[src/rtl/irq_request_latch.sv]
// Interrupt front end: synchronise/capture lines, feed the priority encoder, and run a
// one-at-a-time req/ack/eoi handshake; Irq_Req rises 3 cycles after capture, no preemption.
`timescale 1ns/1ps
module irq_request_latch #(
  parameter bit EDGE = 1'b1
) (
  input  logic       clk,
  input  logic       rst_n,
  input  logic [7:0] Irq_In,
  input  logic [7:0] Mask,
  input  logic       Global_En,
  output logic [7:0] Pending,
  output logic       Enc_Enable,
  input  logic [2:0] Enc_Index,
  input  logic       Enc_Valid,
  output logic       Irq_Req,
  input  logic       Irq_Ack,
  output logic [2:0] Ack_Index,
  input  logic       Eoi,
  output logic [7:0] In_Service,
  output logic       Busy
);

  typedef enum logic [1:0] {IDLE, REQ, SERVICE} state_e;

  state_e     state_q, state_d;
  logic [7:0] sync1_q, sync2_q, sync2_dly_q;
  logic [7:0] edge_pend_q, edge_pend_d;
  logic [7:0] raw_pend;
  logic [2:0] cur_q, cur_d;
  logic [2:0] ack_idx_q, ack_idx_d;
  logic [7:0] in_svc_q, in_svc_d;
  logic       enc_hit, ack_take, withdraw;

  always_ff @(posedge clk or negedge rst_n) begin
    if (!rst_n) begin
      sync1_q     <= '0;
      sync2_q     <= '0;
      sync2_dly_q <= '0;
      edge_pend_q <= '0;
      state_q     <= IDLE;
      cur_q       <= '0;
      ack_idx_q   <= '0;
      in_svc_q    <= '0;
    end else begin
      sync1_q     <= Irq_In;
      sync2_q     <= sync1_q;
      sync2_dly_q <= sync2_q;
      edge_pend_q <= edge_pend_d;
      state_q     <= state_d;
      cur_q       <= cur_d;
      ack_idx_q   <= ack_idx_d;
      in_svc_q    <= in_svc_d;
    end
  end

  assign ack_take = (state_q == REQ) && Irq_Ack;

  // New edge is OR-ed in after the ack clear so a coincident event is never lost.
  always_comb begin
    edge_pend_d = edge_pend_q;
    if (ack_take) edge_pend_d[cur_q] = 1'b0;
    edge_pend_d = edge_pend_d | (sync2_q & ~sync2_dly_q);
  end

  assign raw_pend   = EDGE ? edge_pend_q : sync2_q;
  assign Pending    = raw_pend & Mask;
  assign Enc_Enable = Global_En && (state_q == IDLE);
  // Encoder outputs are stale or don't-care unless it is enabled and reporting valid.
  assign enc_hit    = Enc_Enable && Enc_Valid;
  assign withdraw   = (state_q == REQ) && !Irq_Ack && (!Pending[cur_q] || !Global_En);

  always_comb begin
    state_d   = state_q;
    cur_d     = cur_q;
    ack_idx_d = ack_idx_q;
    in_svc_d  = in_svc_q;
    case (state_q)
      IDLE: begin
        if (enc_hit) begin
          state_d = REQ;
          cur_d   = Enc_Index;
        end
      end
      REQ: begin
        if (Irq_Ack) begin
          state_d   = SERVICE;
          in_svc_d  = 8'd1 << cur_q;
          ack_idx_d = cur_q;
        end else if (withdraw) begin
          state_d = IDLE;
        end
      end
      SERVICE: begin
        if (Eoi) begin
          state_d  = IDLE;
          in_svc_d = '0;
        end
      end
      default: state_d = IDLE;
    endcase
  end

  assign Irq_Req    = (state_q == REQ);
  assign Busy       = (state_q != IDLE);
  assign Ack_Index  = ack_idx_q;
  assign In_Service = in_svc_q;

endmodule

[config.mk]
export PLATFORM = sky130hd
export DESIGN_NAME = irq_request_latch
export DESIGN_NICKNAME = d
export VERILOG_FILES = /design/src/rtl/irq_request_latch.sv
export SDC_FILE = /design/constraint.sdc
export NUM_CORES = 1
export LEC_CHECK = 0
export CORE_MARGIN = 4
export CORE_UTILIZATION = 50
export DETAILED_ROUTE_END_ITERATION = 6
export GPL_TIMING_DRIVEN = 1
export PLACE_DENSITY = 0.8
export SLEW_MARGIN = 15
export SYNTH_ARGS = -nofsm -noshare
export SYNTH_HDL_FRONTEND = slang
export SYNTH_SLANG_ARGS = --single-unit
[constraint.sdc]
create_clock -name clk -period 2.4 [get_ports clk]
set_input_delay 0.36 -clock clk [delete_from_list [all_inputs] [get_ports clk]]
set_output_delay 0.36 -clock clk [all_outputs]
set_load 0.02 [all_outputs]
==> flow_summary.toml <==
[place]
io_buffers = 46
place_inst = 222
hpwl_microns = 2561
gp_congestion = 0.8321

[setup_path]
critPathSlowestCell = "clkdlybuf4s50_1"
criticalPathCategory = "register to output pin"
path_cells = "nor3b_1 > clkdlybuf4s50_1"
crit_path_max_fanout = 7
startpoint = "state_q[1]$_DFFE_PN0P_"
cp.arrival_ps = 1740
startpoint_type = "register"
required_ps = 2040
r2r-start = "state_q[1]$_DFFE_PN0P_"
r2r_slack_ps = 840
max_stage_delay_ps = 660
cp-end-kind = "output pin"

[clocking]
cts_tree = "built"
cts-htree-levels = 2
cts.repair.resized = 0
cts_sinks = 48
clkTransAtPathRegs_ps = 120
cts_buffer_depth = 2
cts_buffers = 5
clockRootBuffer = "clkbuf_4"
clk_latency_ps = 350

[logic_synthesis]
ys_types = 24
synth_fp_nets = 157
synth_top_cell_area_share_pct = 70.43
netlist_instances = 132
syn_area_per_cell_sq_um = 12.92
postSynth.asyncResetShare_pct = 100.0
synth_seq_cells = 48
yosys.area.top_type = "dfrtp_1"
synthTopCellsByArea = "dfrtp_1 (70%), nand2_1 (5.3%), o21ai_0 (3.5%), mux4_2 (2.6%), inv_1 (2.4%)"
synth-edff-count = 0
synthesis.area_sq_mm = 0.001705
synth.most_common_cell = "dfrtp_1"
synth.yosys.seq_area_share_pct = 70.43
ys.flop_type = "dfrtp_1"
yosysWarnings = 0
synth_common_cells = "dfrtp_1 (48), nand2_1 (24), o21ai_0 (12), inv_1 (11), and2_1 (5)"

[routing]
drt_iter0_markers = 35
route.vias.total = 1155
wl_microns = 3382
first_pass_iters = 4
drc = 0
ant_nets = 0
wl_per_cell_microns = 14.64
via_per_inst = 5.000

[global_route]
grt_max_degree = 28
antenna_found_initial = 0
grt_pass1_wl_microns = 5651
track_usage_pct = 17.78
grt_pass1_vias = 1234
globalRouteOverflowTotal = 0

[pwr]
p_per_area_mw_per_mm2 = 861.2
vdd_ir_drop_max_uv = 535.8
p_leak_uw = 0.001055

[timing]
fin_skew_ps = 4.845
relSlewSlack_pct = 67.34
period_minus_slack_ps = 2105
rsz0062_at_grt = "false"
fin_crit_sh_pct = 87.69
setup_violations = 0
tns_ps = 0
worst-slew-pin-transition_ps = 488.3
fmax_ghz = 0.4751
drv_slew = 0
finalHoldViolCount = 0

[hold_path]
min_from = "sync1_q[5]$_DFF_PN0_"
hold_path.class = "register to register"

[layout]
n_antenna_cell = 0
finalNonFillerCells = 231
post_route_cells_drive_above_1_share_pct = 11.23
synthToLayoutAreaGrowth_pct = 36.10
nFillCells = 224
utilization_pct = 73.61
fin_nets = 211

[floorplan]
coreArea_sq_mm = 0.003153
rows = 20
die_w_microns = 66.40
start_util_pct = 54.09
die-height_microns = 66.40
num_io_pins = 47
die-area_sq_mm = 0.004409

[job]
cap_violations = 0

[status]
status = "complete, no violations"
-- routing by layer --
| metal | GRT usage [%] | vias up | part of all wire, % |
|---|---|---|---|
| li1 | - | 541 | - |
| met1 | 20.39 | 575 | 40 |
| met4 | 7.614 | 0 | 1.3 |
| met5 | 0 | - | 0 |
| met2 | 30.48 | 34 | 53 |
| met3 | 5.442 | 5 | 5.6 |
-- cell usage in the layout (no fill, tap or decap), drive strengths merged --
cell type	n
dfrtp	48
clkdlybuf4s50	45
nand2	24
o21ai	12
inv	11
and2	9
clkbuf	7
a22o	4
nor2	3
buf	3
and3b	2
nand2b	2
or3	2
mux4	2
a31o	2
mux2	2
nor2b	1
o31ai	1
nand3b	1
nand3	1
nor3b	1
a31oi	1
a32o	1
bufinv	1
dlygate4sd3	1
-- cells by family after synthesis --
group	count (synthesis)	synth area share, %
muxes	4	3.962
DFF	48	70.43
AOI/OAI and AO/OA	21	8.438
and+or+nand+nor	46	13.87
buffers and inverters	13	3.301
-- sequential cells by signal, indices dropped and copies added (netlist names) --
name	count
sync2_q	8
cur_q	3
sync2_dly_q	8
edge_pend_q	8
sync1_q	8
Ack_Index	3
state_q	2
In_Service	8
-- area by class of cell --
class	instances	area [sq um]	share of cell area, %
tap	44	55.05	2.372
clock inverter	1	30.03	1.294
multi-input combinational	71	447.9	19.30
timing repair buffer	49	480.5	20.70
inverter	11	41.29	1.779
clock buffer	7	65.06	2.803
sequential	48	1201	51.75
-- worst paths after layout --
check,to,cells after the start
setup / recovery,Enc_Enable,2
hold / removal,sync2_q[5]$_DFF_PN0_,0
setup reg to reg,edge_pend_q[2]$_DFF_PN0_,3
hold reg to reg,sync2_q[5]$_DFF_PN0_,0
max in group asynchronous,sync2_dly_q[7]$_DFF_PN0_,3
min in group asynchronous,sync1_q[0]$_DFF_PN0_,2
-- where the power goes --
part	switching, uW	internal [uW]
clock network	237	277
logic	242	252
registers	80.1	910
total	560	1440
-- repair_timing --
item | CTS | global route
hold endpoints to repair | 21 | 0
setup buffers | 0 | 0
hold buffers | 1 | 0
-- stage by stage --
| step | area [sq um] | hold slack, ps | setup slack, ps | total power, uW |
|---|---|---|---|---|
| after floorplan | 1705 | 64.41 | 667.4 | 1244 |
| after global placement | 2216 | 324.9 | 344.3 | 1484 |
| after detailed placement | 2216 | 336.3 | 295.7 | 1506 |
| after CTS | 2321 | 365.6 | 277.0 | 2016 |
| after global routing | 2321 | 371.7 | 167.6 | 2103 |
| final | 2321 | 363.1 | 295.4 | 1999 |
-- worst max-delay path, delay by kind of cell, from the launching register on --
kind	cells	cell delay (ps)
flops	1	470
buf+inv	1	660
simple gates	1	260
Note: power is estimated with default switching activity, not from simulation.
